`src/rtl/faddsub_pipe.sv`:
```
// faddsub_pipe -- 4-stage pipelined floating-point adder/subtractor.
//
// Purpose:
//   Computes y = x1 + x2 (op=0) or y = x1 - x2 (op=1) on IEEE-754-style words
//   of 1 sign + EW exponent + MW mantissa bits. Subnormal inputs are flushed
//   to signed zero, and results that fall below the normal range are flushed
//   to signed zero with udf=1. Pipeline stages:
//     1. classify / magnitude compare / swap
//     2. align the smaller operand (guard, round, sticky)
//     3. add or subtract, then normalise
//     4. round, range-check and pack (output register)
//   The whole pipe advances together when the output is free or is being
//   consumed (adv = out_ready | ~out_valid). in_ready equals adv.
//
// Configuration macro:
//   FADDSUB_RNE_EN  defined   -> round-to-nearest-even
//                   undefined -> truncation toward zero (same latency)
//
// Ports:
//   clk        clock, rising edge
//   rstn       asynchronous active-low reset
//   in_valid   x1/x2/op/in_tag carry an operation
//   in_ready   operation presented this cycle is accepted
//   x1, x2     operands {sign, exponent, mantissa}
//   op         0 = add, 1 = subtract
//   in_tag     opaque sideband tag
//   out_valid  y/flags/out_tag are valid
//   out_ready  consumer takes the result this cycle
//   y          result word
//   ovf        overflow to infinity
//   udf        underflow flushed to zero
//   nv         invalid operation (inf - inf, signalling NaN input)
//   out_tag    tag of the operation that produced y
module faddsub_pipe #(
  parameter int EW   = 8,
  parameter int MW   = 23,
  parameter int TAGW = 4
) (
  input  logic            clk,
  input  logic            rstn,
  input  logic            in_valid,
  output logic            in_ready,
  input  logic [EW+MW:0]  x1,
  input  logic [EW+MW:0]  x2,
  input  logic            op,
  input  logic [TAGW-1:0] in_tag,
  output logic            out_valid,
  input  logic            out_ready,
  output logic [EW+MW:0]  y,
  output logic            ovf,
  output logic            udf,
  output logic            nv,
  output logic [TAGW-1:0] out_tag
);

  localparam int W  = 1 + EW + MW;
  // Aligned mantissa: hidden bit, MW fraction bits, guard, round.
  localparam int XW = MW + 3;
  // Adder width: carry bit, XW aligned bits, sticky as the LSB.
  localparam int SW = MW + 5;
  localparam logic [W-1:0]  QNAN    = {1'b0, {EW{1'b1}}, 1'b1, {(MW-1){1'b0}}};
  localparam logic [EW+1:0] EXP_TOP = (EW+2)'((1 << EW) - 1);

  logic adv;

  // ---------------------------------------------------------------------------
  // Stage 1: classify, compare magnitudes, swap
  // ---------------------------------------------------------------------------
  logic          sa, sb, sb_raw;
  logic [EW-1:0] ea, eb;
  logic [MW-1:0] fa, fb, fa_f, fb_f;
  logic          a_nan, b_nan, a_snan, b_snan, a_inf, b_inf, a_zero, b_zero;
  logic          a_ge;

  assign {sa, ea, fa}     = x1;
  assign {sb_raw, eb, fb} = x2;
  assign sb     = sb_raw ^ op;
  assign a_nan  = (&ea) & (|fa);
  assign b_nan  = (&eb) & (|fb);
  assign a_snan = a_nan & ~fa[MW-1];
  assign b_snan = b_nan & ~fb[MW-1];
  assign a_inf  = (&ea) & ~(|fa);
  assign b_inf  = (&eb) & ~(|fb);
  assign a_zero = ~(|ea);
  assign b_zero = ~(|eb);
  // Subnormals behave as zero, so their fraction must not win the compare.
  assign fa_f   = a_zero ? '0 : fa;
  assign fb_f   = b_zero ? '0 : fb;
  assign a_ge   = {ea, fa_f} >= {eb, fb_f};

  logic          s1_spec_next, s1_spec_nv_next, s1_sign_next, s1_sub_next;
  logic [W-1:0]  s1_spec_y_next;
  logic [EW-1:0] s1_exp_next, s1_diff_next;
  logic [MW:0]   s1_man_big_next, s1_man_small_next;

  always_comb begin
    s1_spec_next    = a_nan | b_nan | a_inf | b_inf;
    s1_spec_y_next  = QNAN;
    s1_spec_nv_next = 1'b0;
    if (a_nan | b_nan) begin
      s1_spec_nv_next = a_snan | b_snan;
    end else if (a_inf & b_inf & (sa ^ sb)) begin
      s1_spec_nv_next = 1'b1;
    end else if (a_inf) begin
      s1_spec_y_next = {sa, {EW{1'b1}}, {MW{1'b0}}};
    end else if (b_inf) begin
      s1_spec_y_next = {sb, {EW{1'b1}}, {MW{1'b0}}};
    end

    s1_sub_next = sa ^ sb;
    if (a_ge) begin
      s1_sign_next      = sa;
      s1_exp_next       = ea;
      s1_diff_next      = ea - eb;
      s1_man_big_next   = {~a_zero, fa_f};
      s1_man_small_next = {~b_zero, fb_f};
    end else begin
      s1_sign_next      = sb;
      s1_exp_next       = eb;
      s1_diff_next      = eb - ea;
      s1_man_big_next   = {~b_zero, fb_f};
      s1_man_small_next = {~a_zero, fa_f};
    end
  end

  logic            s1_valid_reg, s1_spec_reg, s1_spec_nv_reg, s1_sign_reg, s1_sub_reg;
  logic [TAGW-1:0] s1_tag_reg;
  logic [W-1:0]    s1_spec_y_reg;
  logic [EW-1:0]   s1_exp_reg, s1_diff_reg;
  logic [MW:0]     s1_man_big_reg, s1_man_small_reg;

  always_ff @(posedge clk or negedge rstn) begin
    if (!rstn) begin
      s1_valid_reg     <= 1'b0;
      s1_tag_reg       <= '0;
      s1_spec_reg      <= 1'b0;
      s1_spec_nv_reg   <= 1'b0;
      s1_spec_y_reg    <= '0;
      s1_sign_reg      <= 1'b0;
      s1_sub_reg       <= 1'b0;
      s1_exp_reg       <= '0;
      s1_diff_reg      <= '0;
      s1_man_big_reg   <= '0;
      s1_man_small_reg <= '0;
    end else if (adv) begin
      s1_valid_reg     <= in_valid;
      s1_tag_reg       <= in_tag;
      s1_spec_reg      <= s1_spec_next;
      s1_spec_nv_reg   <= s1_spec_nv_next;
      s1_spec_y_reg    <= s1_spec_y_next;
      s1_sign_reg      <= s1_sign_next;
      s1_sub_reg       <= s1_sub_next;
      s1_exp_reg       <= s1_exp_next;
      s1_diff_reg      <= s1_diff_next;
      s1_man_big_reg   <= s1_man_big_next;
      s1_man_small_reg <= s1_man_small_next;
    end
  end

  // ---------------------------------------------------------------------------
  // Stage 2: align the smaller operand, collecting sticky
  // ---------------------------------------------------------------------------
  logic [XW-1:0] small_ext, shifted, lost;
  logic [31:0]   diff32;
  logic          sticky;

  assign small_ext = {s1_man_small_reg, 2'b00};
  assign diff32    = 32'(s1_diff_reg);
  // A shift of XW or more yields zero, leaving only sticky.
  assign shifted   = small_ext >> diff32;

  // Bit gi leaves the aligned window when the shift distance exceeds gi.
  for (genvar gi = 0; gi < XW; gi++) begin : g_sticky
    assign lost[gi] = small_ext[gi] & (diff32 > 32'(gi));
  end
  assign sticky = |lost;

  logic            s2_valid_reg, s2_spec_reg, s2_spec_nv_reg, s2_sign_reg, s2_sub_reg, s2_sticky_reg;
  logic [TAGW-1:0] s2_tag_reg;
  logic [W-1:0]    s2_spec_y_reg;
  logic [EW-1:0]   s2_exp_reg;
  logic [XW-1:0]   s2_big_ext_reg, s2_small_ext_reg;

  always_ff @(posedge clk or negedge rstn) begin
    if (!rstn) begin
      s2_valid_reg     <= 1'b0;
      s2_tag_reg       <= '0;
      s2_spec_reg      <= 1'b0;
      s2_spec_nv_reg   <= 1'b0;
      s2_spec_y_reg    <= '0;
      s2_sign_reg      <= 1'b0;
      s2_sub_reg       <= 1'b0;
      s2_exp_reg       <= '0;
      s2_big_ext_reg   <= '0;
      s2_small_ext_reg <= '0;
      s2_sticky_reg    <= 1'b0;
    end else if (adv) begin
      s2_valid_reg     <= s1_valid_reg;
      s2_tag_reg       <= s1_tag_reg;
      s2_spec_reg      <= s1_spec_reg;
      s2_spec_nv_reg   <= s1_spec_nv_reg;
      s2_spec_y_reg    <= s1_spec_y_reg;
      s2_sign_reg      <= s1_sign_reg;
      s2_sub_reg       <= s1_sub_reg;
      s2_exp_reg       <= s1_exp_reg;
      s2_big_ext_reg   <= {s1_man_big_reg, 2'b00};
      s2_small_ext_reg <= shifted;
      s2_sticky_reg    <= sticky;
    end
  end

  // ---------------------------------------------------------------------------
  // Stage 3: add/subtract magnitudes and normalise
  // ---------------------------------------------------------------------------
  logic [SW-1:0] a_op, b_op, sum;
  logic [SW-2:0] norm;
  logic [EW+1:0] exp_n;     // two's complement, so underflow shows as negative
  logic          s3_sign_next;
  int            lz;

  always_comb begin
    a_op = {1'b0, s2_big_ext_reg, 1'b0};
    b_op = {1'b0, s2_small_ext_reg, s2_sticky_reg};
    // The swap guarantees |a_op| >= |b_op|, so the difference never goes negative.
    sum  = s2_sub_reg ? (a_op - b_op) : (a_op + b_op);

    lz = 0;
    for (int i = 0; i < SW - 1; i++) begin
      if (sum[i]) lz = SW - 2 - i;
    end

    if (sum[SW-1]) begin
      norm    = sum[SW-1:1];
      norm[0] = sum[1] | sum[0];
      exp_n   = {2'b00, s2_exp_reg} + (EW+2)'(1);
    end else begin
      norm  = sum[SW-2:0] << lz;
      exp_n = {2'b00, s2_exp_reg} - (EW+2)'(lz);
    end

    // Exact cancellation of opposite-signed operands yields +0.
    s3_sign_next = (s2_sub_reg && (sum == '0)) ? 1'b0 : s2_sign_reg;
  end

  logic            s3_valid_reg, s3_spec_reg, s3_spec_nv_reg, s3_sign_reg;
  logic            s3_hid_reg, s3_g_reg, s3_r_reg, s3_s_reg;
  logic [TAGW-1:0] s3_tag_reg;
  logic [W-1:0]    s3_spec_y_reg;
  logic [EW+1:0]   s3_exp_reg;
  logic [MW-1:0]   s3_frac_reg;

  always_ff @(posedge clk or negedge rstn) begin
    if (!rstn) begin
      s3_valid_reg   <= 1'b0;
      s3_tag_reg     <= '0;
      s3_spec_reg    <= 1'b0;
      s3_spec_nv_reg <= 1'b0;
      s3_spec_y_reg  <= '0;
      s3_sign_reg    <= 1'b0;
      s3_exp_reg     <= '0;
      s3_hid_reg     <= 1'b0;
      s3_frac_reg    <= '0;
      s3_g_reg       <= 1'b0;
      s3_r_reg       <= 1'b0;
      s3_s_reg       <= 1'b0;
    end else if (adv) begin
      s3_valid_reg   <= s2_valid_reg;
      s3_tag_reg     <= s2_tag_reg;
      s3_spec_reg    <= s2_spec_reg;
      s3_spec_nv_reg <= s2_spec_nv_reg;
      s3_spec_y_reg  <= s2_spec_y_reg;
      s3_sign_reg    <= s3_sign_next;
      s3_exp_reg     <= exp_n;
      s3_hid_reg     <= norm[SW-2];
      s3_frac_reg    <= norm[SW-3:3];
      s3_g_reg       <= norm[2];
      s3_r_reg       <= norm[1];
      s3_s_reg       <= norm[0];
    end
  end

  // ---------------------------------------------------------------------------
  // Stage 4: round, range-check, pack
  // ---------------------------------------------------------------------------
  logic          round_up, is_zero;
  logic [MW:0]   mant_r;
  logic [EW+1:0] exp_r;
  logic [W-1:0]  y_next;
  logic          ovf_next, udf_next, nv_next;

  always_comb begin
`ifdef FADDSUB_RNE_EN
    round_up = s3_g_reg & (s3_r_reg | s3_s_reg | s3_frac_reg[0]);
`else
    round_up = 1'b0;
`endif
    // A carry out of the fraction leaves it all-zero; bump the exponent.
    mant_r  = {1'b0, s3_frac_reg} + (MW+1)'(round_up);
    exp_r   = s3_exp_reg + (EW+2)'(mant_r[MW]);
    is_zero = ~(s3_hid_reg | (|s3_frac_reg) | s3_g_reg | s3_r_reg | s3_s_reg);

    y_next   = {s3_sign_reg, exp_r[EW-1:0], mant_r[MW-1:0]};
    ovf_next = 1'b0;
    udf_next = 1'b0;
    nv_next  = 1'b0;
    if (s3_spec_reg) begin
      y_next  = s3_spec_y_reg;
      nv_next = s3_spec_nv_reg;
    end else if (is_zero) begin
      y_next = {s3_sign_reg, {(W-1){1'b0}}};
    end else if (exp_r[EW+1] || (exp_r == '0)) begin
      y_next   = {s3_sign_reg, {(W-1){1'b0}}};
      udf_next = 1'b1;
    end else if (exp_r >= EXP_TOP) begin
      y_next   = {s3_sign_reg, {EW{1'b1}}, {MW{1'b0}}};
      ovf_next = 1'b1;
    end
  end

  logic            out_valid_reg, ovf_reg, udf_reg, nv_reg;
  logic [W-1:0]    y_reg;
  logic [TAGW-1:0] out_tag_reg;

  always_ff @(posedge clk or negedge rstn) begin
    if (!rstn) begin
      out_valid_reg <= 1'b0;
      y_reg         <= '0;
      ovf_reg       <= 1'b0;
      udf_reg       <= 1'b0;
      nv_reg        <= 1'b0;
      out_tag_reg   <= '0;
    end else if (adv) begin
      out_valid_reg <= s3_valid_reg;
      y_reg         <= y_next;
      ovf_reg       <= ovf_next;
      udf_reg       <= udf_next;
      nv_reg        <= nv_next;
      out_tag_reg   <= s3_tag_reg;
    end
  end

  assign adv       = out_ready | ~out_valid_reg;
  assign in_ready  = adv;
  assign out_valid = out_valid_reg;
  assign y         = y_reg;
  assign ovf       = ovf_reg;
  assign udf       = udf_reg;
  assign nv        = nv_reg;
  assign out_tag   = out_tag_reg;

endmodule

```
`config.mk`:
```
export PLATFORM = sky130hd
export DESIGN_NAME = faddsub_pipe
export DESIGN_NICKNAME = d
export VERILOG_FILES = /design/src/rtl/faddsub_pipe.sv
export SDC_FILE = /design/constraint.sdc
export NUM_CORES = 1
export LEC_CHECK = 0
export CORE_UTILIZATION = 45
export CTS_CLUSTER_DIAMETER = 30
export CTS_CLUSTER_SIZE = 10
export DETAILED_ROUTE_END_ITERATION = 16
export SLEW_MARGIN = 20
export SYNTH_ARGS = -nofsm -noshare
export SYNTH_HDL_FRONTEND = slang
export SYNTH_SLANG_ARGS = --single-unit
```
`constraint.sdc`:
```
create_clock -name clk -period 6.1 [get_ports clk]
set_input_delay 1.525 -clock clk [delete_from_list [all_inputs] [get_ports clk]]
set_output_delay 1.525 -clock clk [all_outputs]
set_load 0.02 [all_outputs]
```
Yosys cells after proc, flatten, opt, wreduce, memory -nomap -nowiden
Index checks and enable logic that the tools add are counted.

cells by class
  $add $sub $neg = 6
  multiplexer cells = 56
  shifts and indexed selects = 2
  bitwise gates (word level) = 49
  $lt $le $gt $ge = 26
  reduce and logical (&&, ||, !) cells = 12

operators with widths
  kind                  number
  $mux W32              31
  $mux W31              3
  $gt A8 B5 Y1 const B  10
  $reduce_or A23 Y1     3
  $gt A8 B4 Y1 const B  8
  $mux W24              2
  $mux W23              2
  $and A1 B1 Y1         32
  $gt A8 B3 Y1 const B  4
  $shl A27 B32 Y27      1
  $ge A31 B31 Y1        1
  $add A27 B27 Y28      1
  $logic_not A28 Y1     1
  $mux W28              1
  $sub A27 B27 Y28      1
  $mux W27              1
  $shr A26 B8 Y26       1
  $reduce_or A24 Y1     1
  $gt A8 B2 Y1 const B  2
  $mux W8               2
  $reduce_and A8 Y1     2
  $reduce_or A8 Y1      2
  $sub A8 B8 Y8         2
  $mux W1               12
  other kinds (11)      25

storage, ports and cells
  logic and storage cells = 191
  register bits = 322
  output and inout bits = 41

Longest topological paths before layout
Gate-level depths: netlist of the first run.

  word-level depth = 31
  mapped depth = 25
  gate-level depth less buffers = 22

Least setup slack after synthesis of the first run
Ideal clock, no wire load.

  kind = flip-flop to flip-flop
  from = register s2_big_ext_reg[2]
  to = register s3_exp_reg[9]
  slack = 1.007 ns
  arrival = 5.011 ns
  stages on the path, launching flop included = 20
  data required time = 6.017 ns
  clock period less this slack = 5.093 ns
  cell sequence = dfrtp_1 ha_1 fa_1 nor2b_1 o21a_1 or3_1 a2111o_1 a311o_1 a311oi_1 o2111ai_1 a31oi_2 inv_2 buf_2 ha_1 a21o_1 a21o_1 a21o_1 a211o_1 or4_1 o21ai_0

between the ends
  longest elaborated chain between the ends = 28
  elaborated cells on any way between the ends = 29
  those cells by class = add/sub (3); mux (26)

RTL lines
  element                                                      line  source
  start: declaration                                           182   logic [XW-1:0] s2_big_ext_reg, s2_small_ext_reg;
  start signal: assignment                                     206   s2_big_ext_reg <= {s1_man_big_reg, 2'b00};
  $add A27 B27 Y28 / $sub A27 B27 Y28 (equally long branches)  225   sum = s2_sub_reg ? (a_op - b_op) : (a_op + b_op);
  $mux W28 (*)                                                 225
  $mux W32 (24 in series)                                      229   if (sum[i]) lz = SW - 2 - i;
  $sub A8 B10 Y10                                              238   exp_n = {2'b00, s2_exp_reg} - (EW+2)'(lz);
  $mux W10 (*)                                                 232   if (sum[SW-1]) begin
  end signal: assignment                                       273   s3_exp_reg <= exp_n;
  end: declaration                                             249   logic [EW+1:0] s3_exp_reg;

Mark *: on every way between the ends. The rest lies on a longest branch, timed or not.
A chain may end at the register's enable or synchronous reset.

Worst setup path after layout of the first run
  from = register s2_small_ext_reg[2]
  to = register s3_exp_reg[6]

between the ends
  longest elaborated chain between the ends = 28
  elaborated cells on any way between the ends = 29
  those cells by class = add/sub (3); mux (26)

RTL lines
  element                                                      line  source
  start: declaration                                           182
  start signal: assignment                                     207   s2_small_ext_reg <= shifted;
  $add A27 B27 Y28 / $sub A27 B27 Y28 (equally long branches)  225
  $mux W28 (*)                                                 225
  $mux W32 (24 in series)                                      229
  $sub A8 B10 Y10                                              238
  $mux W10 (*)                                                 232

Marked as above.

==> results.md, run 1 <==
* CP Max Fanout at 9
* EDFF count, synth at 0
* Post-CTS resize count at 0
* Die H at between 200 and 250 um
* Worst Setup End Kind: flip-flop
* Ys Warns at 0
* Ports at roughly 110
* Final wirelength at approximately 57000 um
* Final setup vio count at 0
* Final GP Congestion at between 0.9 and 1
* TritonCTS Buffers at 60
* Most used routing layer: met2
* Post-route cell area at 0.0213 mm^2
* DRT iter0 DRCs at 1446
* Total negative setup slack at 0 ps
* GR Util met2 at 45.0%
* Buffer depth of the longest clock path at 3
* Area of the multi-input gates at 0.0109 mm^2
* Initial Util at 45.8%
* Area delta synth->final at 20.1%
* Startpoint Class: flip-flop
* RSZ-0062 raised after global routing: no
* Final Max Tran Viols at 0
* Fin util at 54.9%
* Area leader, netlist: dfrtp_1
* DR DRC count at 0
* Worst path cell trace: ha_1 -> fa_1 -> nor2b_1 -> a211oi_2 -> o31ai_1 -> a311o_1 -> o21ai_1 -> a31oi_1 -> xnor2_2 -> and4_1 -> nand3_1 -> a31oi_2 -> inv_2 -> ha_1 -> a21oi_1 -> nor2b_1 -> or4_1 -> o21ai_0 -> xnor2_1 -> o21ai_0
* Mapped Nets at 2447
* First-pass GRT wire length at 91800 um
* Vias in the first global route at 16600
* Post-synth top area share at 33.2%
* Setup bufs post-CTS at 0
* Largest register FFs at 32
* CTS Sinks at 235
* Critical-path top delay cell: dfrtp_1
* Dominant synthesized flop cell: dfrtp_1
* Total Power at between 0.01 and 0.015 W
* Initial DRT Pass Iterations at 5
* Mean routed wirelength per cell at 19.4 um
* Hold Path Class: flip-flop to flip-flop
* Hold WS at 462 ps
* Post-synth cell types at 98
* Cell leakage power at 9.43 nW
* Sequential element share of the synthesized area at 33.2%
* Max Clk Rate at 179 MHz
* Fillcell total at 3758
* Met3 global-route usage at 5.10%
* Placed cell area at 0.0193 mm^2
* GRT overflow at 0
* VDD IR max at 0.400 mV
* H-tree depth at 2
* Clock skew at approximately 64 ps
* Most common cell in the netlist: nand2_1
* Synth top cells by count: 452 x nand2_1, 235 x dfrtp_1, 205 x nor2_1
* Main area contributors after synthesis: dfrtp_1 33%, nand2_1 9.6%, ha_1 6.6%
* GR Util All Layers at 28.3%
* Row cnt at 72
* Hold_buf cts at 0
* Via count at 17100
* TritonCTS clock tree: yes
* Post-synthesis instance area at 0.0177 mm^2
* DIE AREA at 0.0402 mm^2
* #FFs+latches synth at about 240
* Worst slew pin tran at roughly 1100 ps
* Period utilization at approximately nine tenths
* Outcome: finished clean
* Post-route ant nets at 0
* Proportion of layout cells with a drive suffix above 1 at 9.00%
* Clock root cell: clkbuf_16
* Final HPWL DP at roughly 42000 um
* Clock transition at the registers of the reported paths at 50 ps
* PortBufs at 113
* Die width at 200 um
* Critical path's largest stage delay at 470 ps
* Initial antenna violation count at 1
* Share of flip-flops with an asynchronous set or reset at 100%
* Pwr dens at 666 mW/mm^2
* Syn_area_per_cell at ~7.8 um^2
* Tmin final at 5600 ps
* Hold Violations, Final at 0
* Core area at 0.0387 mm^2
* Pin count of the biggest net entering global routing at 104
* Post-Syn Instances at 2276
* Crit path required time at around 6600 ps
* Register area at 0.00588 mm^2
* Layout Nets at approximately 2500
* Max_cap viols at 0
* Clk Latency, worst-skew pair at 630 ps
* Via-per-instance ratio at about 6
* CP arrival at 6070 ps
* Met1 Track Usage GR at 39.3%
* Relative slew slack at ~30%
* WS Path Type: flip-flop to flip-flop
final cells by class:
class                           count  share of cell area (%)
Antenna cell                        1                  0.0118
Clock buffer                       71                    7.44
Clock inverter                     43                    2.01
Inverter                           85                    1.52
Multi-Input combinational cell   1812                    51.4
Sequential cell                   235                    27.6
Tap cell                          518                    3.05
Timing Repair Buffer              155                    6.94
stage by stage:
stage	std cells	setup slack, ps
floorplan	2276	1010
global placement	2805	330
detailed placement	2805	289
CTS	2919	542
global route	2919	235
finish	2920	498
per-layer routing:
layer  wire length, um  vias to the layer above
li1                  -                     8296
met2             25700                      504
met4              1280                        0
met5                 0                        -
met1             26300                     8212
met3              3370                       93
power by group:
group	internal (W)	switching, W
Sequential	0.00220	0.000599
Combinational	0.00307	0.00525
Clock	0.00197	0.00107
Total	0.00724	0.00693
critical path, delay by kind of cell, from the launching register on:
kind / cells / cell delay (ps)
compound gates: 9 / 2040
xor+xnor: 2 / 610
fa+ha+maj: 3 / 1000
buf+inv: 1 / 100
flops: 1 / 470
simple gates: 5 / 1250
cells in the final DEF (no fill, tap or decap), types with 35 or more instances in the layout:
cell and n:
a21oi_1 163, ha_1 94, nor4_1 36, nand3_1 53
dfrtp_1 235, buf_4 40, o21ai_0 193, nor3_1 35
nand2_1 451, clkbuf_16 60, clkdlybuf4s50_1 112, mux2i_1 70
nor2_1 204, inv_1 76
kinds of logic after synthesis:
| logic type | after synthesis | synth area share [%] |
|---|---|---|
| AO/OA/AOI/OAI | 646 | 23.3 |
| XOR/XNOR | 33 | 1.82 |
| adder cells (fa/ha/maj) | 98 | 7.09 |
| buffers and inverters | 229 | 5.21 |
| flip-flops | 235 | 33.2 |
| multiplexers | 92 | 5.50 |
| AND/OR/NAND/NOR | 943 | 23.9 |
path summary, 6_finish.rpt:
check                                                      from                              end  slack, ps  cells past startpoint
worst min register to register       s2_spec_nv_reg$_DFFE_PN0P_       s2_spec_nv_reg$_DFFE_PN0P_        460                      2
min in group asynchronous                                  rstn                y[10]$_DFFE_PN0P_        930                      1
worst max register to register  s2_small_ext_reg[2]$_DFFE_PN0P_        s3_exp_reg[6]$_DFFE_PN0P_        500                     20
worst max-delay path            s2_small_ext_reg[2]$_DFFE_PN0P_        s3_exp_reg[6]$_DFFE_PN0P_        500                     20
max in group asynchronous                                  rstn  s2_small_ext_reg[6]$_DFFE_PN0P_       4090                      2
worst min-delay path                 s2_spec_nv_reg$_DFFE_PN0P_       s2_spec_nv_reg$_DFFE_PN0P_        460                      2
Note: power is estimated with default switching activity, not from simulation.
==> run 2, diff against run 1 <==
- TNS_END_PERCENT: default -> 20
==> results of run 2 <==
Final layout, timing and power as in run 1 (identical DEF).
